<file path="src/rtl/jedro_1_lsu_pkg.sv">
// Shared types and constants for the jedro_1 load-store unit: FSM state
// encodings, access width codes and the load extension helper.
package jedro_1_lsu_pkg;

  localparam int XLEN            = 32;
  localparam int LSU_WIDTH_WIDTH = 2;

  typedef enum logic [1:0] {
    LSU_IDLE = 2'b00,
    LSU_REQ  = 2'b01,
    LSU_WAIT = 2'b10,
    LSU_RESP = 2'b11
  } lsu_state_e;

  localparam logic [LSU_WIDTH_WIDTH-1:0] LSU_BYTE = 2'b00;
  localparam logic [LSU_WIDTH_WIDTH-1:0] LSU_HALF = 2'b01;
  localparam logic [LSU_WIDTH_WIDTH-1:0] LSU_WORD = 2'b10;

  // Sign- or zero-extend the low byte (half=0) or low halfword (half=1).
  function automatic logic [XLEN-1:0] lsu_extend(input logic [15:0] v,
                                                 input logic        half,
                                                 input logic        zext);
    logic [XLEN-1:0] r;
    if (half) r = zext ? {16'h0000, v} : {{16{v[15]}}, v};
    else      r = zext ? {24'h000000, v[7:0]} : {{24{v[7]}}, v[7:0]};
    return r;
  endfunction

endpackage

</file>
<file path="src/rtl/jedro_1_lsu_if.sv">
// Core data bus (req/gnt/rvalid handshake) between the LSU and data memory.
interface jedro_1_lsu_if;

  logic                               req;
  logic                               gnt;
  logic                               rvalid;
  logic                               we;
  logic [3:0]                         be;
  logic [jedro_1_lsu_pkg::XLEN-1:0]   addr;
  logic [jedro_1_lsu_pkg::XLEN-1:0]   wdata;
  logic [jedro_1_lsu_pkg::XLEN-1:0]   rdata;
  logic                               err;

  modport master (
    output req, we, be, addr, wdata,
    input  gnt, rvalid, rdata, err
  );

  modport slave (
    input  req, we, be, addr, wdata,
    output gnt, rvalid, rdata, err
  );

endinterface

</file>
<file path="src/rtl/jedro_1_lsu_align.sv">
// Combinational lane logic: byte enables, store data replication,
// misalignment detection and load shift/extend.
module jedro_1_lsu_align
  import jedro_1_lsu_pkg::*;
(
  input  logic [1:0]                 addr_lsb_i,
  input  logic [LSU_WIDTH_WIDTH-1:0] width_i,
  input  logic                       zext_i,
  input  logic [XLEN-1:0]            wdata_i,
  input  logic [XLEN-1:0]            rdata_i,
  output logic [3:0]                 be_o,
  output logic [XLEN-1:0]            wdata_o,
  output logic                       misaligned_o,
  output logic [XLEN-1:0]            rdata_o
);

  logic [XLEN-1:0] shifted;

  assign shifted = rdata_i >> {addr_lsb_i, 3'b000};

  always_comb begin
    be_o         = 4'b0000;
    wdata_o      = wdata_i;
    misaligned_o = 1'b0;
    rdata_o      = shifted;
    case (width_i)
      LSU_BYTE: begin
        be_o    = 4'b0001 << addr_lsb_i;
        wdata_o = {4{wdata_i[7:0]}};
        rdata_o = lsu_extend(shifted[15:0], 1'b0, zext_i);
      end
      LSU_HALF: begin
        be_o         = 4'b0011 << {addr_lsb_i[1], 1'b0};
        wdata_o      = {2{wdata_i[15:0]}};
        misaligned_o = addr_lsb_i[0];
        rdata_o      = lsu_extend(shifted[15:0], 1'b1, zext_i);
      end
      LSU_WORD: begin
        be_o         = 4'b1111;
        misaligned_o = |addr_lsb_i;
      end
      default: misaligned_o = 1'b1;
    endcase
  end

endmodule

</file>
<file path="src/rtl/jedro_1_lsu.sv">
// jedro_1 load-store unit: one command at a time over the req/gnt/rvalid bus.
// Optional watchdog enabled by defining JEDRO_1_LSU_TIMEOUT_EN.
module jedro_1_lsu
  import jedro_1_lsu_pkg::*;
#(
  parameter int DATA_WIDTH     = 32,
  parameter int REG_ADDR_WIDTH = 5,
  parameter int TIMEOUT_CYCLES = 255
) (
  input  logic                       clk_i,
  input  logic                       rst_i,
  input  logic                       cmd_valid_i,
  output logic                       cmd_ready_o,
  input  logic                       cmd_we_i,
  input  logic [LSU_WIDTH_WIDTH-1:0] cmd_width_i,
  input  logic                       cmd_unsigned_i,
  input  logic [DATA_WIDTH-1:0]      cmd_addr_i,
  input  logic [DATA_WIDTH-1:0]      cmd_wdata_i,
  input  logic [REG_ADDR_WIDTH-1:0]  cmd_rd_addr_i,
  output logic                       rsp_valid_o,
  output logic [DATA_WIDTH-1:0]      rsp_rdata_o,
  output logic [REG_ADDR_WIDTH-1:0]  rsp_rd_addr_o,
  output logic                       rsp_wb_o,
  output logic                       rsp_err_o,
  output logic                       rsp_misaligned_o,
  jedro_1_lsu_if.master              data_if
);

  if (DATA_WIDTH != 32 || TIMEOUT_CYCLES < 1) begin : gBadConfig
    $error("jedro_1_lsu: DATA_WIDTH must be 32 and TIMEOUT_CYCLES >= 1");
  end

  lsu_state_e                 state_q;
  logic [DATA_WIDTH-1:0]      addr_q;
  logic [LSU_WIDTH_WIDTH-1:0] width_q;
  logic                       we_q;
  logic                       zext_q;
  logic [REG_ADDR_WIDTH-1:0]  rd_q;
  logic [3:0]                 be_q;
  logic [DATA_WIDTH-1:0]      wdata_q;
  logic [DATA_WIDTH-1:0]      rdata_q;
  logic                       err_q;
  logic                       mis_q;
  logic                       wb_q;

  logic                       isIdle;
  logic                       isReq;
  logic                       isResp;
  logic [1:0]                 alignAddr;
  logic [LSU_WIDTH_WIDTH-1:0] alignWidth;
  logic                       alignZext;
  logic [3:0]                 alignBe;
  logic [DATA_WIDTH-1:0]      alignWdata;
  logic                       alignMis;
  logic [DATA_WIDTH-1:0]      alignRdata;
  logic                       timeout;

  assign isIdle = (state_q == LSU_IDLE);
  assign isReq  = (state_q == LSU_REQ);
  assign isResp = (state_q == LSU_RESP);

  // One aligner serves both phases: the incoming command while idle, the
  // captured command once the read data comes back.
  assign alignAddr  = isIdle ? cmd_addr_i[1:0] : addr_q[1:0];
  assign alignWidth = isIdle ? cmd_width_i     : width_q;
  assign alignZext  = isIdle ? cmd_unsigned_i  : zext_q;

  jedro_1_lsu_align u_align (
    .addr_lsb_i   (alignAddr),
    .width_i      (alignWidth),
    .zext_i       (alignZext),
    .wdata_i      (cmd_wdata_i),
    .rdata_i      (data_if.rdata),
    .be_o         (alignBe),
    .wdata_o      (alignWdata),
    .misaligned_o (alignMis),
    .rdata_o      (alignRdata)
  );

`ifdef JEDRO_1_LSU_TIMEOUT_EN
  localparam int CNT_W = (TIMEOUT_CYCLES > 255) ? $clog2(TIMEOUT_CYCLES + 1) : 8;
  logic [CNT_W-1:0] cnt_q;
  assign timeout = (cnt_q == CNT_W'(TIMEOUT_CYCLES - 1));
`else
  assign timeout = 1'b0;
`endif

  always_ff @(posedge clk_i or posedge rst_i) begin
    if (rst_i) begin
      state_q <= LSU_IDLE;
      addr_q  <= '0;
      width_q <= '0;
      we_q    <= 1'b0;
      zext_q  <= 1'b0;
      rd_q    <= '0;
      be_q    <= '0;
      wdata_q <= '0;
      rdata_q <= '0;
      err_q   <= 1'b0;
      mis_q   <= 1'b0;
      wb_q    <= 1'b0;
`ifdef JEDRO_1_LSU_TIMEOUT_EN
      cnt_q   <= '0;
`endif
    end else begin
      case (state_q)
        LSU_IDLE: begin
          if (cmd_valid_i) begin
            addr_q  <= cmd_addr_i;
            width_q <= cmd_width_i;
            we_q    <= cmd_we_i;
            zext_q  <= cmd_unsigned_i;
            rd_q    <= cmd_rd_addr_i;
            be_q    <= alignBe;
            wdata_q <= alignWdata;
            rdata_q <= '0;
            wb_q    <= 1'b0;
            err_q   <= alignMis;
            mis_q   <= alignMis;
            state_q <= alignMis ? LSU_RESP : LSU_REQ;
`ifdef JEDRO_1_LSU_TIMEOUT_EN
            cnt_q   <= '0;
`endif
          end
        end
        LSU_REQ: begin
`ifdef JEDRO_1_LSU_TIMEOUT_EN
          cnt_q <= cnt_q + CNT_W'(1);
`endif
          if (data_if.gnt) begin
            state_q <= LSU_WAIT;
          end else if (timeout) begin
            err_q   <= 1'b1;
            state_q <= LSU_RESP;
          end
        end
        LSU_WAIT: begin
`ifdef JEDRO_1_LSU_TIMEOUT_EN
          cnt_q <= cnt_q + CNT_W'(1);
`endif
          if (data_if.rvalid) begin
            err_q   <= data_if.err;
            rdata_q <= (we_q || data_if.err) ? '0 : alignRdata;
            wb_q    <= !we_q && !data_if.err && (|rd_q);
            state_q <= LSU_RESP;
          end else if (timeout) begin
            err_q   <= 1'b1;
            state_q <= LSU_RESP;
          end
        end
        LSU_RESP: state_q <= LSU_IDLE;
        default:  state_q <= LSU_IDLE;
      endcase
    end
  end

  assign cmd_ready_o      = isIdle;

  assign data_if.req      = isReq;
  assign data_if.we       = isReq & we_q;
  assign data_if.be       = isReq ? be_q : 4'b0000;
  assign data_if.addr     = isReq ? {addr_q[DATA_WIDTH-1:2], 2'b00} : '0;
  assign data_if.wdata    = isReq ? wdata_q : '0;

  assign rsp_valid_o      = isResp;
  assign rsp_rdata_o      = isResp ? rdata_q : '0;
  assign rsp_rd_addr_o    = isResp ? rd_q : '0;
  assign rsp_wb_o         = isResp & wb_q;
  assign rsp_err_o        = isResp & err_q;
  assign rsp_misaligned_o = isResp & mis_q;

endmodule
</file>
<file path="src/flat_wrapper.sv">
// flat-port wrapper written by rule: the top's interface ports become plain ports
module jedro_1_lsu_flat import jedro_1_lsu_pkg::*;
#(
  parameter int DATA_WIDTH     = 32,
  parameter int REG_ADDR_WIDTH = 5,
  parameter int TIMEOUT_CYCLES = 255
)
  (clk_i, rst_i, cmd_valid_i, cmd_ready_o, cmd_we_i, cmd_width_i, cmd_unsigned_i, cmd_addr_i, cmd_wdata_i, cmd_rd_addr_i, rsp_valid_o, rsp_rdata_o, rsp_rd_addr_o, rsp_wb_o, rsp_err_o, rsp_misaligned_o, data_if_req, data_if_we, data_if_be, data_if_addr, data_if_wdata, data_if_gnt, data_if_rvalid, data_if_rdata, data_if_err);
  jedro_1_lsu_if data_if_i ();
  input  logic clk_i;
  input  logic rst_i;
  input  logic cmd_valid_i;
  output logic cmd_ready_o;
  input  logic cmd_we_i;
  input  logic [LSU_WIDTH_WIDTH-1:0] cmd_width_i;
  input  logic cmd_unsigned_i;
  input  logic [DATA_WIDTH-1:0] cmd_addr_i;
  input  logic [DATA_WIDTH-1:0] cmd_wdata_i;
  input  logic [REG_ADDR_WIDTH-1:0] cmd_rd_addr_i;
  output logic rsp_valid_o;
  output logic [DATA_WIDTH-1:0] rsp_rdata_o;
  output logic [REG_ADDR_WIDTH-1:0] rsp_rd_addr_o;
  output logic rsp_wb_o;
  output logic rsp_err_o;
  output logic rsp_misaligned_o;
  output wire logic [$bits(data_if_i.req)-1:0] data_if_req;
  output wire logic [$bits(data_if_i.we)-1:0] data_if_we;
  output wire logic [$bits(data_if_i.be)-1:0] data_if_be;
  output wire logic [$bits(data_if_i.addr)-1:0] data_if_addr;
  output wire logic [$bits(data_if_i.wdata)-1:0] data_if_wdata;
  input wire logic [$bits(data_if_i.gnt)-1:0] data_if_gnt;
  input wire logic [$bits(data_if_i.rvalid)-1:0] data_if_rvalid;
  input wire logic [$bits(data_if_i.rdata)-1:0] data_if_rdata;
  input wire logic [$bits(data_if_i.err)-1:0] data_if_err;
  assign data_if_req = data_if_i.req;
  assign data_if_we = data_if_i.we;
  assign data_if_be = data_if_i.be;
  assign data_if_addr = data_if_i.addr;
  assign data_if_wdata = data_if_i.wdata;
  assign data_if_i.gnt = data_if_gnt;
  assign data_if_i.rvalid = data_if_rvalid;
  assign data_if_i.rdata = data_if_rdata;
  assign data_if_i.err = data_if_err;
  jedro_1_lsu #(.DATA_WIDTH(DATA_WIDTH), .REG_ADDR_WIDTH(REG_ADDR_WIDTH), .TIMEOUT_CYCLES(TIMEOUT_CYCLES)) u_core (.clk_i(clk_i), .rst_i(rst_i), .cmd_valid_i(cmd_valid_i), .cmd_ready_o(cmd_ready_o), .cmd_we_i(cmd_we_i), .cmd_width_i(cmd_width_i), .cmd_unsigned_i(cmd_unsigned_i), .cmd_addr_i(cmd_addr_i), .cmd_wdata_i(cmd_wdata_i), .cmd_rd_addr_i(cmd_rd_addr_i), .rsp_valid_o(rsp_valid_o), .rsp_rdata_o(rsp_rdata_o), .rsp_rd_addr_o(rsp_rd_addr_o), .rsp_wb_o(rsp_wb_o), .rsp_err_o(rsp_err_o), .rsp_misaligned_o(rsp_misaligned_o), .data_if(data_if_i));
endmodule
</file>
<file path="config.mk">
export PLATFORM = sky130hd
export DESIGN_NAME = jedro_1_lsu_flat
export DESIGN_NICKNAME = d
export VERILOG_FILES = /design/src/rtl/jedro_1_lsu_pkg.sv /design/src/rtl/jedro_1_lsu_if.sv /design/src/rtl/jedro_1_lsu_align.sv /design/src/rtl/jedro_1_lsu.sv /design/src/flat_wrapper.sv
export SDC_FILE = /design/constraint.sdc
export NUM_CORES = 1
export LEC_CHECK = 0
export ABC_CLOCK_PERIOD_IN_PS = 6200
export CORE_MARGIN = 2
export CORE_UTILIZATION = 30
export DETAILED_ROUTE_END_ITERATION = 6
export PLACE_DENSITY = 0.6
export SLEW_MARGIN = 20
export SYNTH_ARGS = -nofsm -noshare
export SYNTH_HDL_FRONTEND = slang
export SYNTH_SLANG_ARGS = --single-unit
</file>
<file path="constraint.sdc">
create_clock -name clk_i -period 6.2 [get_ports clk_i]
set_input_delay 0.62 -clock clk_i [delete_from_list [all_inputs] [get_ports clk_i]]
set_output_delay 0.62 -clock clk_i [all_outputs]
set_load 0.03 [all_outputs]
</file>
Word-level counts from Yosys, hierarchy flattened:

Cells that the tools add are included.

* bits in registers: 114
* bits of input ports: 111
* output and inout bits: 112

* eq/ne operators: 8
* shift-type cells: 3
* muxes and demuxes: 29
* bitwise operators: 4
* reductions and logical operators: 13

Operator list (count)
* 32-bit two-way mux: 8
* 32-bit one-hot mux with 2 select lines: 3
* 32-bit by 5-bit right shift with 32-bit output: 1
* 2-bit two-way mux: 6
* 4-bit one-hot mux with 3 select lines: 1
* 2-bit one-hot mux with 4 select lines: 1
* 2-bit == test (second input constant): 3
* 2-bit inequality test (second input constant): 3
* 3-bit AND reduction: 2
* 1-bit two-way mux: 5
* 5-bit two-way mux: 1
* 5-bit OR reduction: 1
* 1-bit AND: 4
* 2-bit by 1-bit == test with 1-bit output (second input constant): 2
* 2-bit logical NOT: 2
* 4-bit two-way mux: 1
* 1-bit one-hot mux with 2 select lines: 2
* 1-bit by 2-bit << shifter with 4-bit output (first input constant): 1
* 2-bit by 2-bit << shifter with 4-bit output (first input constant): 1
* 1-bit one-hot mux with 3 select lines: 1
* 1-bit logical AND: 2
* 1-bit logical NOT: 2
* 2-bit AND reduction: 1
* 2-bit nonzero test: 1
* 2 further kinds: 2

Depth between registers and ports, before layout:

* depth after elaboration: 8
* mapped depth: 10

By module:

From an unflattened synthesis, not the netlist that was laid out.

* cell total of the unflattened synthesis: 582
* area, all modules: 6416.2 sq um

By module, submodules not included
* jedro_1_lsu: times used 1, cells each 391, area an instance 5107.4 sq um, seq. area each 2852.7 sq um
* jedro_1_lsu_align: times used 1, cells each 191, area an instance 1308.8 sq um, seq. area each 0.0 sq um

Worst setup path before layout:

Ideal clock, no wire load.

* path type: reg-to-reg
* start point: register u_core.state_q[0]
* end point: register u_core.rdata_q[16]
* arrival: 2.245 ns
* data required time: 6.068 ns
* slack: 3.824 ns
* cell stages (with the launch flop): 11
* period minus slack after synthesis: 2.376 ns
* cell sequence: dfrtp_1 inv_1 ha_1 buf_6 mux2_2 buf_4 nand3_1 o21ai_1 a22oi_4 buf_6 o21ai_1

* word-level cells in the longest chain between the ends: 8

Ends and longest elaborated chain
* start: declaration: RTL line jedro_1_lsu.sv:33 `lsu_state_e state_q;`
* start signal: assignment: RTL line jedro_1_lsu.sv:120 `state_q <= alignMis ? LSU_RESP : LSU_REQ;`
* 2-bit logical NOT (*): RTL line jedro_1_lsu.sv:58 `assign isIdle = (state_q == LSU_IDLE);`
* named net cmd_ready_o: RTL line flat_wrapper.sv:13 `output logic cmd_ready_o;`
* 2-bit two-way mux: RTL line jedro_1_lsu.sv:64 `assign alignAddr = isIdle ? cmd_addr_i[1:0] : addr_q[1:0];`
* 32-bit by 5-bit right shift with 32-bit output: RTL line jedro_1_lsu_align.sv:19 `assign shifted = rdata_i >> {addr_lsb_i, 3'b000};`
* 32-bit two-way mux (on tied branches): RTL line jedro_1_lsu_pkg.sv:24, jedro_1_lsu_pkg.sv:25
* 32-bit one-hot mux with 2 select lines: RTL line jedro_1_lsu_align.sv:26 `case (width_i)`
* 32-bit two-way mux: RTL line jedro_1_lsu.sv:143 `rdata_q <= (we_q || data_if.err) ? '0 : alignRdata;`
* 32-bit two-way mux: RTL line jedro_1_lsu.sv:141 `if (data_if.rvalid) begin`
* 32-bit one-hot mux with 2 select lines: RTL line jedro_1_lsu.sv:106 `case (state_q)`
* end signal: assignment: RTL line jedro_1_lsu.sv:143
* end: declaration: RTL line jedro_1_lsu.sv:41 `logic [DATA_WIDTH-1:0] rdata_q;`

Mark *: on every way through the listed nets, which the timed path passes. The rest lies on a longest branch. The select of a mux whose other input is x is not followed.
A chain may end at the register's enable or synchronous reset.

Final worst setup path:

* start point: register u_core.state_q[0]
* end point: register u_core.rdata_q[20]

* word-level cells in the longest chain between the ends: 8

Ends and longest elaborated chain (RTL line)
* 2-bit logical NOT: jedro_1_lsu.sv:58, jedro_1_lsu.sv:106
* 2-bit two-way mux: jedro_1_lsu.sv:64
* 32-bit by 5-bit right shift with 32-bit output: jedro_1_lsu_align.sv:19
* 32-bit two-way mux (on tied branches): jedro_1_lsu_pkg.sv:24, jedro_1_lsu_pkg.sv:25
* 32-bit one-hot mux with 2 select lines: jedro_1_lsu_align.sv:26
* 32-bit two-way mux: jedro_1_lsu.sv:143
* 32-bit two-way mux: jedro_1_lsu.sv:141
* 32-bit one-hot mux with 2 select lines: jedro_1_lsu.sv:106

Parallel ways exist; a longest one is shown, timed or not. The select of a mux whose other input is x is not followed.

==> results.json <==
{
  "slowest_delay_ns": 0.75,
  "grt_max_degree": 84,
  "cts_tree": "built",
  "postCtsHoldBufs": 0,
  "drtPass1Iterations": 6,
  "grt_usage_pct": 17.7,
  "worstMarginPinSlew_ns": 0.860,
  "leakagePower_uw": 0.00388,
  "cts_root_buf": "clkbuf_16",
  "ff2ff_path_depth": 8,
  "drt-vias-per-instance": 4.72,
  "clk_pin_slew_ns": 0.05,
  "r2r_slack_ns": 2.97,
  "synthFlopType": "dfrtp_1",
  "outcome": "finished, final reports clean",
  "drc": 0,
  "fin_crit_sh_pct": 52.1,
  "routed_wl_um": 18700,
  "cts_resized": 0,
  "ys_seq_area_share_pct": 46.4,
  "r2r-end": "u_core.rdata_q[20]",
  "clockBufferDepth": 2,
  "layout-drive-gt1-share_pct": 14.1,
  "slew_viol_final": 0,
  "syn_inst": 588,
  "p_per_area_mw_per_mm2": 495,
  "crit_start": "u_core.state_q[0]",
  "ant_nets": 0,
  "syn_area_mm2": 0.00615,
  "synth_area_leaders": "dfrtp_1 46%, mux2_2 11%, and2_1 11%",
  "multi_input_area_mm2": 0.00312,
  "grt_overflow_total": 0,
  "gp_congestion": 0.823,
  "start_util_pct": 30.5,
  "r2r-start": "u_core.state_q[0]",
  "num_vias": 5066,
  "peakVddDrop_mv": 0.281,
  "clock_skew_ns": 0.00722,
  "htreeDepth": 4,
  "dp_hpwl_um": 13300,
  "post_cts_buffers": 0,
  "path_max_fanout": 21,
  "final_common_cell": "clkdlybuf4s50_1",
  "synth_area_per_cell_um2": 10.5,
  "syn2layout_area_growth_pct": 49.2,
  "clock_latency_ns": 0.41,
  "core_mm2": 0.0202,
  "regArea_mm2": 0.00285,
  "worstSetupPathType": "flip-flop to flip-flop",
  "final.min_clock_period_ns": 3.23,
  "crit_slowest_cell": "mux2i_4",
  "timing.fmax_ghz": 0.310,
  "relSlewSlack_pct": 41.0,
  "cap_violations": 0,
  "rows": 52,
  "mostFrequentLayoutCells": "220 x clkdlybuf4s50_1, 114 x dfrtp_1, 107 x and2_1",
  "die_area_mm2": 0.0217,
  "synthArstFlopShare_pct": 100,
  "grt_pass1_wl_um": 29400,
  "path_cells": "inv_1, ha_1, buf_4, mux2i_4, mux2i_1, a211oi_4, a22oi_4, o21ai_0",
  "nFillCells": 1959,
  "crit_arrival_ns": 3.54,
  "io_pins": 223,
  "end_kind": "flip-flop",
  "synth_top_cell_by_area": "dfrtp_1",
  "crit_required_ns": 6.52,
  "wl_per_cell_um": 17.4,
  "synth.top_cell.area_share_pct": 46.4,
  "layout.nets": 905,
  "crit_end": "u_core.rdata_q[20]",
  "setup_viol": 0,
  "antenna_found_initial": 1,
  "synth_cell_types": 46,
  "drt_iter0_drc": 205,
  "synth-edff-count": 0,
  "tns_ns": 0,
  "whs_ns": 0.468,
  "die_x_um": 147,
  "rsz0062_at_grt": "no",
  "hold_depth": 1,
  "ys_ff_latch": 114,
  "clock_sinks": 114,
  "hold_violations": 0,
  "die_y_um": 147,
  "yosysWarnings": 0,
  "final_util_pct": 45.5,
  "portBuffers": 220,
  "grt_pass1_vias": 5219,
  "critPathLaunchType": "flip-flop",
  "hold_class": "flip-flop to flip-flop",
  "numCtsBuffers": 17
}
[metrics by stage]
step	setup WS [ns]	total power, µW	cells	area [µm²]
after floorplan	2.56	2810	589	6160
after global placement	2.94	3530	1041	8540
after detailed placement	2.92	3550	1041	8550
after CTS	2.67	4600	1072	9160
after global routing	2.67	4850	1072	9180
final	2.97	4550	1073	9180
[area by class of cell]
class,count,share of cell area [%]
Multi-Input combinational cell,427,34.0
Timing Repair Buffer,224,24.3
Antenna cell,1,0.0273
Sequential cell,114,31.1
Clock buffer,21,4.91
Tap cell,270,3.68
Clock inverter,10,1.73
Inverter,6,0.300
[worst min-delay path by stage]
stage / start / endpoint / slack [ns]
floorplan: u_core.wb_q / u_core.wb_q / 0.44
CTS: u_core.wdata_q[29] / u_core.wdata_q[29] / 0.47
global placement: u_core.wdata_q[25] / u_core.wdata_q[25] / 0.46
finish: u_core.wdata_q[29] / u_core.wdata_q[29] / 0.47
global route: u_core.wb_q / u_core.wb_q / 0.49
detailed placement: u_core.wdata_q[29] / u_core.wdata_q[29] / 0.46
[power by group]
| part | leakage [µW] | internal (µW) | switching [µW] | total [µW] |
|---|---|---|---|---|
| Combinational | 0.00216 | 988 | 1300 | 2290 |
| Clock | 0.000293 | 678 | 343 | 1020 |
| Sequential | 0.00143 | 1060 | 177 | 1240 |
| Total | 0.00388 | 2730 | 1820 | 4550 |
[worst max-delay path: cells and delay by family (launching register included)]
family	cells	cell delay [ns]
AOI/OAI and AO/OA	3	1.04
adders and majority gates	1	0.19
buffers and inverters	2	0.43
DFF	1	0.44
muxes	2	1.02
[flip-flops by register name, indices dropped and copies added (netlist names)]
signal / flops
u_core.wb_q: 1
u_core.rd_q: 5
u_core.be_q: 4
u_core.addr_q: 32
u_core.rdata_q: 32
u_core.state_q: 2
u_core.width_q: 2
u_core.err_q: 1
u_core.wdata_q: 32
u_core.mis_q: 1
u_core.we_q: 1
u_core.zext_q: 1
[synthesized netlist by cell type (all sizes together), types with 2 or more instances]
library cell  instances
dfrtp               114
and2                107
mux2                 60
nand2                59
o21ai                59
mux2i                38
clkbuf               22
buf                  20
a22oi                17
a21oi                15
a211oi               10
nor2                 10
a21o                  8
a22o                  8
a221oi                7
inv                   6
ha                    4
nor3                  4
nor2b                 3
nand2b                2
nand3b                2
nor4                  2
or3b                  2
or4                   2
[cell families (layout without fill, tap and decap cells)]
family | count (synthesis) | after routing | synth area share [%]
muxes | 98 | 98 | 17.6
DFF | 114 | 114 | 46.4
and+or+nand+nor | 195 | 195 | 17.9
adders and majority gates | 4 | 4 | 0.813
buffers and inverters | 48 | 261 | 3.72
AOI/OAI and AO/OA | 128 | 128 | 13.6
other | 1 | 3 | 0.0609
[routing by layer]
metal | wire length, µm | vias up | global-route usage [%] | part of all wire, %
met2 | 8520 | 179 | 27.8 | 46
met4 | 442 | 0 | 7.02 | 2.4
met1 | 8360 | 2408 | 22.3 | 45
met3 | 1350 | 31 | 6.21 | 7.2
li1 | - | 2448 | - | -
met5 | 0 | - | 0 | 0
No activity file was read; power rests on OpenSTA's default activity.
